--- config.mk ---
export PLATFORM = sky130hd
export DESIGN_NAME = sap_datapath_flat
export DESIGN_NICKNAME = d
export VERILOG_FILES = /design/src/rtl/sap_pkg.sv /design/src/rtl/sap_datapath_if.sv /design/src/rtl/sap_ram16x8.sv /design/src/rtl/sap_datapath.sv /design/src/flat_wrapper.sv
export SDC_FILE = /design/constraint.sdc
export NUM_CORES = 1
export LEC_CHECK = 0
export ABC_AREA = 1
export CAP_MARGIN = 0
export CORE_MARGIN = 1.5
export CORE_UTILIZATION = 35
export DETAILED_ROUTE_END_ITERATION = 10
export DONT_BUFFER_PORTS = 1
export HOLD_SLACK_MARGIN = 0.06
export PLACE_DENSITY_LB_ADDON = 0.25
export SYNTH_ARGS = -nofsm -noshare
export SYNTH_HDL_FRONTEND = slang
export SYNTH_HIERARCHICAL = 1
export SYNTH_SLANG_ARGS = --single-unit
export TNS_END_PERCENT = 10
--- constraint.sdc ---
create_clock -name clk -period 3.28 [get_ports clk]
set_input_delay 0.164 -clock clk [delete_from_list [all_inputs] [get_ports clk]]
set_output_delay 0.164 -clock clk [all_outputs]
set_load 0.01 [all_outputs]
--- src/rtl/sap_pkg.sv ---
// rtl/sap_pkg.sv - SAP-1 control-word bit positions and opcode constants
package sap_pkg;

  // Bit positions inside the 12-bit control word (_N marks active-low bits)
  localparam int unsigned CP   = 11;
  localparam int unsigned EP   = 10;
  localparam int unsigned LM_N = 9;
  localparam int unsigned CE_N = 8;
  localparam int unsigned LI_N = 7;
  localparam int unsigned EI_N = 6;
  localparam int unsigned LA_N = 5;
  localparam int unsigned EA   = 4;
  localparam int unsigned SU   = 3;
  localparam int unsigned EU   = 2;
  localparam int unsigned LB_N = 1;
  localparam int unsigned LO_N = 0;

  // Opcodes carried in IR[7:4]
  localparam logic [3:0] OP_LDA = 4'h0;
  localparam logic [3:0] OP_ADD = 4'h1;
  localparam logic [3:0] OP_SUB = 4'h2;
  localparam logic [3:0] OP_OUT = 4'hE;
  localparam logic [3:0] OP_HLT = 4'hF;

endpackage

--- src/rtl/sap_datapath_if.sv ---
// rtl/sap_datapath_if.sv - control, program-load and status signals of the SAP-1 datapath
interface sap_datapath_if;

  logic [11:0] cu_in;
  logic        prog;
  logic        prog_we;
  logic [3:0]  prog_addr;
  logic [7:0]  prog_data;
  logic [3:0]  instruction;
  logic [7:0]  out_port;
  logic        halt;
  logic        bus_err;

  // Control unit / loader side
  modport master (
    output cu_in, prog, prog_we, prog_addr, prog_data,
    input  instruction, out_port, halt, bus_err
  );

  // Datapath side
  modport slave (
    input  cu_in, prog, prog_we, prog_addr, prog_data,
    output instruction, out_port, halt, bus_err
  );

endinterface

--- src/rtl/sap_ram16x8.sv ---
// rtl/sap_ram16x8.sv - 16x8 RAM with asynchronous read and synchronous write port
module sap_ram16x8 #(
  parameter bit INIT_ZERO = 1'b1
) (
  input  logic       clk,
  input  logic       we,
  input  logic [3:0] waddr,
  input  logic [7:0] wdata,
  input  logic [3:0] raddr,
  output logic [7:0] rdata
);

  if (INIT_ZERO) begin : g_zero_init
    logic [7:0] mem_q [16] = '{default: 8'h00};

    // Program-port write; contents are never touched by reset
    always_ff @(posedge clk) begin
      if (we) mem_q[waddr] <= wdata;
    end

    assign rdata = mem_q[raddr];
  end else begin : g_no_init
    logic [7:0] mem_q [16];

    // Program-port write; contents are never touched by reset
    always_ff @(posedge clk) begin
      if (we) mem_q[waddr] <= wdata;
    end

    assign rdata = mem_q[raddr];
  end

endmodule

--- src/rtl/sap_datapath.sv ---
// rtl/sap_datapath.sv - SAP-1 8-bit datapath: PC, MAR, RAM, IR, A, B, ALU, OUT on a shared W-bus
module sap_datapath
  import sap_pkg::*;
#(
  parameter bit RAM_INIT_ZERO = 1'b1
) (
  input  logic           clk,
  input  logic           clear,
  sap_datapath_if.slave  io
);

  // Decoded control lines, all active-high here
  logic cp, ep, lm, ce, li, ei, la, ea, su, eu, lb, lo;

  assign cp = io.cu_in[CP];
  assign ep = io.cu_in[EP];
  assign lm = ~io.cu_in[LM_N];
  assign ce = ~io.cu_in[CE_N];
  assign li = ~io.cu_in[LI_N];
  assign ei = ~io.cu_in[EI_N];
  assign la = ~io.cu_in[LA_N];
  assign ea = io.cu_in[EA];
  assign su = io.cu_in[SU];
  assign eu = io.cu_in[EU];
  assign lb = ~io.cu_in[LB_N];
  assign lo = ~io.cu_in[LO_N];

  logic [3:0] pc_q, pc_d, mar_q, mar_d;
  logic [7:0] ir_q, ir_d, a_q, a_d, b_q, b_d, out_q, out_d;
  logic       halt_q, halt_d, bus_err_q, bus_err_d;

  logic [7:0] ram_rdata;
  logic [7:0] alu;
  logic [7:0] w_bus;
  logic [2:0] n_drv;
  logic       load_en;

  sap_ram16x8 #(.INIT_ZERO(RAM_INIT_ZERO)) u_ram (
    .clk   (clk),
    .we    (io.prog & io.prog_we),
    .waddr (io.prog_addr),
    .wdata (io.prog_data),
    .raddr (mar_q),
    .rdata (ram_rdata)
  );

  // Subtraction wraps in two's complement; carry/borrow is dropped
  assign alu = su ? (a_q - b_q) : (a_q + b_q);

  assign n_drv = {2'b00, ep} + {2'b00, ce} + {2'b00, ei} + {2'b00, ea} + {2'b00, eu};

  // Loading is blocked both while the loader owns the machine and once halted
  assign load_en = ~io.prog & ~halt_q;

  // W-bus: fixed-priority driver select, idle bus reads as zero
  always_comb begin
    w_bus = 8'h00;
    if (ep)      w_bus = {4'h0, pc_q};
    else if (ce) w_bus = ram_rdata;
    else if (ei) w_bus = {4'h0, ir_q[3:0]};
    else if (ea) w_bus = a_q;
    else if (eu) w_bus = alu;
  end

  // Next-state: every load samples the pre-edge bus, so read/write of one register per cycle is safe
  always_comb begin
    pc_d      = pc_q;
    mar_d     = mar_q;
    ir_d      = ir_q;
    a_d       = a_q;
    b_d       = b_q;
    out_d     = out_q;
    if (load_en) begin
      if (cp) pc_d  = pc_q + 4'd1;
      if (lm) mar_d = w_bus[3:0];
      if (li) ir_d  = w_bus;
      if (la) a_d   = w_bus;
      if (lb) b_d   = w_bus;
      if (lo) out_d = w_bus;
    end
    // Halt follows the latched opcode one edge later and is left only through clear
    halt_d    = halt_q | (ir_q[7:4] == OP_HLT);
    bus_err_d = halt_q ? bus_err_q : (bus_err_q | (n_drv > 3'd1));
  end

  // State registers; clear overrides every load in the same cycle
  always_ff @(posedge clk) begin
    if (clear) begin
      pc_q      <= 4'h0;
      mar_q     <= 4'h0;
      ir_q      <= 8'h00;
      a_q       <= 8'h00;
      b_q       <= 8'h00;
      out_q     <= 8'h00;
      halt_q    <= 1'b0;
      bus_err_q <= 1'b0;
    end else begin
      pc_q      <= pc_d;
      mar_q     <= mar_d;
      ir_q      <= ir_d;
      a_q       <= a_d;
      b_q       <= b_d;
      out_q     <= out_d;
      halt_q    <= halt_d;
      bus_err_q <= bus_err_d;
    end
  end

  assign io.instruction = ir_q[7:4];
  assign io.out_port    = out_q;
  assign io.halt        = halt_q;
  assign io.bus_err     = bus_err_q;

endmodule
--- src/flat_wrapper.sv ---
// flat-port wrapper written by rule: the top's interface ports become plain ports
module sap_datapath_flat import sap_pkg::*;
#(
  parameter bit RAM_INIT_ZERO = 1'b1
)
  (clk, clear, io_cu_in, io_prog, io_prog_we, io_prog_addr, io_prog_data, io_instruction, io_out_port, io_halt, io_bus_err);
  sap_datapath_if io_i ();
  input  logic clk;
  input  logic clear;
  input wire logic [$bits(io_i.cu_in)-1:0] io_cu_in;
  input wire logic [$bits(io_i.prog)-1:0] io_prog;
  input wire logic [$bits(io_i.prog_we)-1:0] io_prog_we;
  input wire logic [$bits(io_i.prog_addr)-1:0] io_prog_addr;
  input wire logic [$bits(io_i.prog_data)-1:0] io_prog_data;
  output wire logic [$bits(io_i.instruction)-1:0] io_instruction;
  output wire logic [$bits(io_i.out_port)-1:0] io_out_port;
  output wire logic [$bits(io_i.halt)-1:0] io_halt;
  output wire logic [$bits(io_i.bus_err)-1:0] io_bus_err;
  assign io_i.cu_in = io_cu_in;
  assign io_i.prog = io_prog;
  assign io_i.prog_we = io_prog_we;
  assign io_i.prog_addr = io_prog_addr;
  assign io_i.prog_data = io_prog_data;
  assign io_instruction = io_i.instruction;
  assign io_out_port = io_i.out_port;
  assign io_halt = io_i.halt;
  assign io_bus_err = io_i.bus_err;
  sap_datapath #(.RAM_INIT_ZERO(RAM_INIT_ZERO)) u_core (.clk(clk), .clear(clear), .io(io_i));
endmodule
==> results of run 1 <==
-- logic make-up after synthesis --
| group | synth area share [%] |
|---|---|
| AOI/OAI and AO/OA | 7.765 |
| xor gates and xnor gates | 0.5581 |
| adders and majority gates | 2.105 |
| and+or+nand+nor | 20.23 |
| buffers and inverters | 9.646 |
| DFF | 59.69 |
-- flip-flops by register name (all words and copies together) (netlist names) --
signal,cells
u_core/u_ram/g_zero_init.mem_q,128
u_core/a_q,8
u_core/b_q,8
u_core/io.out_port,8
u_core/ir_q,8
u_core/mar_q,4
u_core/pc_q,4
u_core/io.bus_err,1
u_core/io.halt,1
-- power groups by stage --
| stage | logic (µW) | clock network [µW] | registers (µW) |
|---|---|---|---|
| finish | 521 | 1940 | 2400 |
| global route | 585 | 2060 | 2410 |
| CTS | 524 | 1990 | 2400 |
| detailed placement | 485 | 0 | 2450 |
| global placement | 482 | 0 | 2450 |
| floorplan | 385 | 0 | 2430 |
-- cell usage in the layout, fill, tap and decap left out, types with 2 or more instances in the layout --
cell type	n
inv_6	4
nor2_1	35
nand3_1	107
xor2_1	3
o21ai_0	45
inv_1	135
dlygate4sd3_1	12
edfxtp_1	128
nand4_1	2
nand2_2	5
clkinv_4	2
nand2_1	225
fa_1	2
inv_2	4
o221ai_1	2
ha_1	10
xnor2_1	2
a21oi_2	2
dfxtp_1	41
inv_8	2
buf_4	6
nand3b_1	2
o211ai_1	2
clkbuf_16	18
clkinv_2	2
inv_4	2
a21oi_1	56
-- worst min-delay path, stage by stage --
cell	delay [ps]
nor2_1	30
nand2_1	90
o21ai_0	80
a21oi_1	110
-- final cells by class --
type	count	area [µm²]
inverters	140	525.5
well taps	280	350.3
flip-flops and latches	170	4686
fillers	2219	13190
clock buffers	18	450.4
multi-input cells	510	2406
repair buffers	18	165.2
clock inverters	14	122.6
-- worst min path at each step --
stage | to | depth (start not counted) | slack (ps)
2_1_floorplan | u_core/io.bus_err | 1 | 240
3_3_place_gp | u_core/io.bus_err | 1 | 240
3_5_place_dp | u_core/io.halt | 1 | 240
4_1_cts | u_core/io.bus_err | 4 | 60
5_1_grt | u_core/pc_q[1] | 4 | 110
6_report | u_core/pc_q[1] | 4 | 80
-- per-layer routing --
layer	vias up	wire, µm	track usage, %
met5	-	0	0
met4	0	170	4.579
met3	12	701	3.385
met2	85	9045	27.20
met1	2567	8809	21.35
li1	2810	-	-
-- per-stage QoR --
stage	cell area, µm²	hold WS [ps]	power (µW)
global placement	8013	238.4	2930
CTS	8706	60.16	4916
finish	8706	81.83	4863
detailed placement	8013	238.9	2933
global route	8706	112.5	5053
floorplan	7848	236.4	2819
==> results.json, run 1 <==
{
  "postCtsHoldBufs": 12,
  "antenna_left": 0,
  "crit_end": "u_core/a_q[7]",
  "synth_edf_count": 128,
  "grt_overflow": 0,
  "post_synth.cell_area_avg_um2": 9.168,
  "pin_count": 42,
  "synthCells": 856,
  "slowest_delay_ps": 320,
  "nets": 897,
  "skew_ps": 12.09,
  "finalMaxSlewViolations": 0,
  "tritoncts": "yes",
  "h-tree-depth": 4,
  "r2r_end": "u_core/a_q[7]",
  "die_w_um": 152.7,
  "ys_seq_area_share_pct": 59.69,
  "final.setup.tns_ps": 0,
  "crit_top_cell": "nand2_1",
  "ys_async_sr_fraction_pct": 0,
  "cp.depth": 21,
  "cts_max_path_buffers": 2,
  "power.density_nw_per_um2": 558.5,
  "placedCellCount": 1106,
  "r2r_slack_ps": 670,
  "rsz0062_at_grt": "false",
  "worst-path-buf-inv": 5,
  "post-synth-top-count-cell": "nand2_1",
  "max_freq_mhz": 383.0,
  "place.gp.congestion": 0.8254,
  "swShare_pct": 25.98,
  "seq_power_share_pct": 49.4,
  "grt_pass1_wl_um": 29080,
  "reg2reg_from": "u_core/b_q[0]",
  "reg2regPathDepth": 21,
  "max_slew.worst_pin.slew_ps": 1024,
  "ir_drop_uv": 364.7,
  "synth_commonest_cells": "nand2_1 (225), inv_1 (135), edfxtp_1 (128), nand3_1 (107), a21oi_1 (56)",
  "core-area_um2": 21890,
  "via_per_inst": 4.760,
  "synth_top_area_cell": "edfxtp_1",
  "drive_above_1_share_pct": 5.862,
  "grt_max_degree": 66,
  "portBuffers": 0,
  "setup_slack_ps": 669.0,
  "startpoint_type": "flip-flop",
  "start_util_pct": 35.85,
  "layout.cells.non_filler": 1150,
  "root_buffer": "clkbuf_16",
  "drt_first_iter_violations": 403,
  "dp_hpwl_um": 11980,
  "power_leakage_uw": 0.003694,
  "clk_latency_ps": 430,
  "yosys.cell_types.count": 35,
  "totalWireLength_um": 18730,
  "cp_slowest_cell": "dfxtp_1",
  "pwr-share-comb_pct": 10.7,
  "hold_viol": 0,
  "dieArea_um2": 23330,
  "crit_path_start": "u_core/b_q[0]",
  "cp_data_required_time_ps": 3550,
  "grt_use_total_pct": 16.27,
  "syn_area_um2": 7848,
  "die_y_um": 152.7,
  "finalCritPeriodShare_pct": 79.61,
  "critical_path_arrival_ps": 2890,
  "via_count": 5474,
  "area_delta_synth_final_pct": 10.94,
  "yosysTopAreaCellShare_pct": 48.98,
  "yosys_warnings": 6,
  "path_cells": "inv_1, ha_1, inv_1, nor2_1, inv_1, o41ai_1, xnor2_1, inv_1, ha_1, nand2_1, inv_1, nand2_1, nand2_1, a21oi_1, nand3_1, nand3_1, nand2_1, nand2_1, nand2_1, nand2_2, a21oi_1",
  "synth_ff_type": "edfxtp_1",
  "cts_num_sinks": 170,
  "place_ws_ps": 675.5,
  "cts_setup_buffers": 0,
  "slew-limit-headroom_pct": 31.66,
  "cts_resized": 0,
  "post-route-min-period_ps": 2611,
  "cap_viol_max_count": 0,
  "drc": 0,
  "hold_class": "in -> reg",
  "crit_type": "reg -> reg",
  "worstHoldStart": "io_prog",
  "grt_pass1_vias": 5223,
  "antenna_found_initial": 0,
  "postLayoutCoreUtil_pct": 39.77,
  "synthTopCellsByArea": "edfxtp_1 (49%), nand2_1 (11%), dfxtp_1 (11%)",
  "worst-path-max-fanout": 4,
  "syn_nets": 896,
  "endpoint_kind": "flip-flop",
  "status": "complete, no violations",
  "antenna-diode-count": 0,
  "path_clk_slew_ps": 70,
  "crit_family": "simple AND/OR/NAND/NOR gates",
  "p_clk_share_pct": 39.9,
  "ys_ff_latch": 170,
  "setup_viol": 0,
  "dr.pass1.iters": 5,
  "post_drt_wl_per_cell_um": 16.28,
  "p_switching_uw": 1263,
  "rows": 54,
  "numCtsBuffers": 17,
  "intPower_uw": 3599
}
(Power assumes the default switching activity.)
==> run 2, diff against run 1 <==
Clock period 3.28 ns to 2.3 ns, I/O delays scaled along.
==> run 2 against run 1 <==
- the flow now finishes with violations (negative setup slack)
- critical path depth decreased by 2
- critical endpoint is now u_core/ir_q[7]
- non-clock buffer count increased by 44
- via count increased by 3.7%
==> results.json, run 2 (synthesized netlist as in run 1, its figures left out) <==
{
  "grt_pass1_wl_um": 29790,
  "path_clk_slew_ps": 70,
  "register_area_um2": 4690,
  "layout.cells.non_filler": 1194,
  "cp_slowest_cell": "dfxtp_2",
  "h-tree-depth": 4,
  "via_per_inst": 4.755,
  "drc": 0,
  "finalMaxSlewViolations": 0,
  "crit_type": "reg -> reg",
  "via_count": 5678,
  "antenna_found_initial": 0,
  "grt_max_degree": 38,
  "core-area_um2": 21890,
  "fin_area_um2": 9235,
  "place_ws_ps": -208.6,
  "post_drt_wl_per_cell_um": 15.57,
  "ir_drop_uv": 524.0,
  "top_register": "u_core/u_ram/g_zero_init.mem_q",
  "cts_num_sinks": 170,
  "die_w_um": 152.7,
  "grt_pass1_vias": 5457,
  "finalCritPeriodShare_pct": 104.1,
  "final_cell_mix": "nand2_1 (221), inv_1 (129), edfxtp_1 (128), nand3_1 (107), a21oi_1 (47)",
  "dp_hpwl_um": 12780,
  "totalWireLength_um": 18590,
  "reg2reg_from": "u_core/b_q[1]",
  "placed_cell_area_um2": 8371,
  "power.density_nw_per_um2": 769.2,
  "largest_reg_flops": 128,
  "antenna-diode-count": 0,
  "placedCellCount": 1146,
  "setup_slack_ps": -93.65,
  "portBuffers": 0,
  "antenna_left": 0,
  "path_cells": "inv_2, ha_4, inv_4, nor2_4, inv_2, o41ai_4, xnor2_1, inv_1, ha_4, a21oi_4, nand2_2, a21oi_2, nand3_1, nand3_1, nand2_1, nand2_1, nand2_1, nand2_2, a21oi_2",
  "numCtsBuffers": 17,
  "rows": 54,
  "cts_max_path_buffers": 2,
  "cp_data_required_time_ps": 2620,
  "grt_use_total_pct": 16.55,
  "die_y_um": 152.7,
  "endpoint_kind": "flip-flop",
  "nets": 941,
  "setup_viol": 19,
  "multiInputGateArea_um2": 2540,
  "status": "complete, but fails checks",
  "drive_above_1_share_pct": 13.35,
  "start_util_pct": 35.85,
  "startpoint_type": "flip-flop",
  "place.gp.congestion": 0.7596,
  "fill_cells": 2157,
  "violations": "negative setup slack",
  "clk_latency_ps": 430,
  "critical_path_arrival_ps": 2710,
  "finalPower_uw": 7104,
  "max_slew.worst_pin.slew_ps": 702.9,
  "root_buffer": "clkbuf_16",
  "area_delta_synth_final_pct": 17.68,
  "crit_path_start": "u_core/b_q[1]",
  "post-route-min-period_ps": 2394,
  "cap_viol_max_count": 0,
  "mostFrequentLayoutCell": "nand2_1",
  "skew_ps": 10.90,
  "power_leakage_uw": 0.003940,
  "pin_count": 42,
  "crit_top_cell": "nand2_1",
  "hold_viol": 0,
  "hold_class": "in -> reg",
  "slowest_delay_ps": 320,
  "crit_family": "simple AND/OR/NAND/NOR gates",
  "grt_overflow": 0,
  "tritoncts": "yes",
  "rsz0062_at_grt": "true",
  "drt_first_iter_violations": 385,
  "max_freq_mhz": 417.8,
  "worstHoldStart": "io_cu_in[10]",
  "dieArea_um2": 23330,
  "slew-limit-headroom_pct": 52.98,
  "worst-path-max-fanout": 4,
  "dr.pass1.iters": 5,
  "worst-path-buf-inv": 4
}
==> run 2: cell types whose count changed in the layout (fill, tap and decap cells not counted), moves of 5 or more <==
cell | previous run | this run
buf_4 | 6 | 42
a21oi_2 | 2 | 10
inv_2 | 4 | 9
a21oi_1 | 56 | 47
inv_1 | 135 | 129
==> run 2: report_power, final <==
part	total [µW]	leakage (µW)	internal (µW)	switching [µW]
combinational	906	0.00215	346	561
sequential	3430	0.00150	3370	59.9
clock	2770	0.000287	1530	1240
total	7100	0.00394	5240	1860
==> run 2: per-stage QoR <==
step	hold slack [ps]	setup TNS, ps	utilization, %
final	82.25	-614.1	42.19
after global routing	116.5	-5877	42.19
after CTS	65.53	-2012	41.86
after detailed placement	191.6	-2938	38.24
after global placement	188.9	-1828	38.24
after floorplan	187.4	0	-
==> run 2: final timing paths <==
check	end	slack (ps)	depth (start not counted)
worst max-delay path	u_core/ir_q[7]	-90	19
worst min-delay path	u_core/io.bus_err	80	4
worst max register to register	u_core/ir_q[7]	-90	19
worst min register to register	u_core/pc_q[1]	510	2
==> run 2: area by class of cell <==
type | instances | area share, %
repair buffers | 62 | 6.015
multi-input cells | 510 | 27.50
flip-flops and latches | 170 | 50.78
well taps | 280 | 3.794
clock buffers | 18 | 4.877
inverters | 140 | 5.717
clock inverters | 14 | 1.314
==> run 2: routing by layer <==
metal / wire [µm] / part of all wire, % / global-route usage (%) / vias up
met4: 153 / 0.82 / 4.762 / 0
met1: 8786 / 47 / 22.36 / 2677
met3: 736 / 4.0 / 3.299 / 10
met2: 8916 / 48 / 26.96 / 94
li1: - / - / - / 2897
met5: 0 / 0 / 0 / -
==> run 2: worst register-to-register path, cell delays in order (launching register included) <==
cell and delay (ps):
dfxtp_2 320, inv_2 70, ha_4 140, inv_4 40, nor2_4 90, inv_2 60, o41ai_4 210, xnor2_1 150
inv_1 80, ha_4 270, a21oi_4 160, nand2_2 60, a21oi_2 100, nand3_1 80, nand3_1 90, nand2_1 60
nand2_1 60, nand2_1 60, nand2_2 120, a21oi_2 70
==> run 2: what timing repair did <==
action	CTS	global route
setup endpoints to repair	31	31
buffers inserted	0	0
hold buffers	16	0
pin swaps	3	11
gates resized for setup	15	24
endpoints found under the hold margin	164	0
==> run 3, diff against run 2 <==
--- a/config.mk
+++ b/config.mk
@@ -9,3 +9,3 @@
 export CAP_MARGIN = 0
-export CORE_MARGIN = 1.5
+export CORE_MARGIN = 2
 export CORE_UTILIZATION = 35
@@ -15,2 +15,3 @@
 export PLACE_DENSITY_LB_ADDON = 0.25
+export RECOVER_POWER = 50
 export SYNTH_ARGS = -nofsm -noshare
==> constraint.sdc (replaced) <==
create_clock -name clk -period 2.3 [get_ports clk]
set_input_delay 0.575 -clock clk [delete_from_list [all_inputs] [get_ports clk]]
set_output_delay 0.575 -clock clk [all_outputs]
set_load 0.01 [all_outputs]
==> run 3 against run 2 <==
- the run still ends with negative setup slack left
- hold slack gained 130 ps
- global-route usage decreased by 0.19 points
- worst setup slack gained 59 ps
- clock power is 3% higher
- fmax rose by 2.5%
- combinational power fell by 4.5%
- utilization is 0.31 points lower
- clock skew is 2.3 ps higher
- critical path type unchanged
- critical endpoint is now u_core/b_q[7]
- highest routed layer unchanged
==> results.json, run 3 (synthesized netlist as in run 1, its figures left out) <==
{
  "totalWireLength_um": 18590,
  "postCtsHoldBufs": 0,
  "setup_viol": 9,
  "setup_slack_ps": -34.68,
  "placedCellCount": 1150,
  "grt_use_total_pct": 16.36,
  "portBuffers": 0,
  "dieArea_um2": 23640,
  "antenna_found_initial": 0,
  "max_freq_mhz": 428.3,
  "start_util_pct": 35.85,
  "ir_drop_uv": 474.6,
  "clk_latency_ps": 430,
  "crit_type": "reg -> reg",
  "critical_path_arrival_ps": 2650,
  "numCtsBuffers": 17,
  "fill_cells": 2165,
  "root_buffer": "clkbuf_16",
  "core-area_um2": 21890,
  "finalCritPeriodShare_pct": 101.5,
  "cts_max_path_buffers": 2,
  "top_register": "u_core/u_ram/g_zero_init.mem_q",
  "layout.cells.non_filler": 1183,
  "antenna-diode-count": 0,
  "mostFrequentLayoutCell": "nand2_1",
  "largest_reg_flops": 128,
  "place.gp.congestion": 0.7943,
  "power_leakage_uw": 0.003908,
  "hold_viol": 0,
  "path_clk_slew_ps": 70,
  "dr.pass1.iters": 5,
  "r2r_slack_ps": -30,
  "tritoncts": "yes",
  "rsz0062_at_grt": "true",
  "power.density_nw_per_um2": 779.4,
  "grt_overflow": 0,
  "grt_pass1_vias": 5383,
  "antenna_left": 0,
  "cap_viol_max_count": 0,
  "final.setup.tns_ps": -197.4,
  "nets": 930,
  "finalMaxSlewViolations": 0,
  "pin_count": 42,
  "violations": "negative setup slack",
  "final_cell_mix": "nand2_1 (219), inv_1 (129), edfxtp_1 (128), nand3_1 (106), a21oi_1 (48)",
  "h-tree-depth": 4,
  "post_drt_wl_per_cell_um": 15.71,
  "die_w_um": 153.7,
  "die_y_um": 153.7,
  "status": "complete, but fails checks",
  "slew-limit-headroom_pct": 60.04,
  "cp_data_required_time_ps": 2620,
  "grt_pass1_wl_um": 29810,
  "via_count": 5547,
  "area_delta_synth_final_pct": 16.82,
  "via_per_inst": 4.689,
  "max_slew.worst_pin.slew_ps": 599.4,
  "drive_above_1_share_pct": 14.29,
  "drc": 0,
  "grt_max_degree": 46,
  "finalPower_uw": 7145,
  "drt_first_iter_violations": 354,
  "startpoint_type": "flip-flop",
  "rows": 54,
  "skew_ps": 13.23,
  "endpoint_kind": "flip-flop",
  "worst-path-max-fanout": 4,
  "hold_slack_ps": 211.7,
  "hold_class": "in -> reg",
  "cts_num_sinks": 170,
  "post-route-min-period_ps": 2335,
  "dp_hpwl_um": 12670
}
[run 3: cell count changes in the layout (fill, tap and decap cells not counted), sizes merged]
cell         delta
buf             +3
clkinvlp        -1
inv             -1
bufinv          -1
clkbuf          +5
dlygate4sd3    -16
[run 3: cell type report]
| cell class | count | area (µm²) | area share [%] |
|---|---|---|---|
| clock buffers | 21 | 514.2 | 5.609 |
| clock inverters | 11 | 88.84 | 0.9690 |
| inverters | 140 | 525.5 | 5.732 |
| multi-input cells | 510 | 2582 | 28.17 |
| flip-flops and latches | 170 | 4690 | 51.15 |
| well taps | 280 | 350.3 | 3.821 |
| repair buffers | 51 | 416.7 | 4.545 |
[run 3: per-stage QoR]
step,util (%),cell area [µm²],worst slack (ps)
6_report,41.88,9168,-34.68
3_5_place_dp,38.32,8388,-182.2
2_1_floorplan,-,7855,18.98
5_1_grt,41.88,9168,-227.4
4_1_cts,41.51,9087,-44.61
3_3_place_gp,38.32,8388,-119.3
[run 3: per-layer routing]
layer	share of wire (%)	vias up	GRT usage, %
met5	0	-	0
met4	0.59	0	4.456
met3	3.1	6	3.044
met2	49	59	26.81
met1	48	2610	22.37
li1	-	2872	-
[run 3: critical path, stage by stage, from the launching register on]
cell	delay, ps
dfxtp_2	320
inv_2	70
ha_4	130
inv_2	40
nor2_4	100
inv_2	50
o41ai_2	220
xnor2_1	160
inv_1	90
ha_4	290
nand2_2	60
nor2_1	110
nand2_1	60
nand3_1	70
nand2_1	50
nand3_1	80
nand2_1	60
nand2_1	50
nand2_1	50
nand2_2	90
a21oi_1	70
[run 3: path summary, 6_finish.rpt]
check                                    endpoint  cells past startpoint      startpoint
worst max-delay path                u_core/b_q[7]                     20   u_core/b_q[0]
worst min-delay path            u_core/io.bus_err                      1           clear
worst max register to register      u_core/b_q[7]                     20   u_core/b_q[0]
worst min register to register     u_core/pc_q[2]                      2  u_core/pc_q[2]
[run 3: power breakdown]
group          switching [µW]  total, µW  internal [µW]
logic                     522        865            343
registers                58.7       3430           3370
clock network            1220       2850           1630
total                    1800       7150           5350
[run 3: repair_timing]
action | 4_1_cts | 5_1_grt
setup buffers | 1 | 0
gates resized for setup | 20 | 22
endpoints found under the setup margin | 31 | 31
endpoints found under the hold margin | 0 | 0
pin swaps | 3 | 7
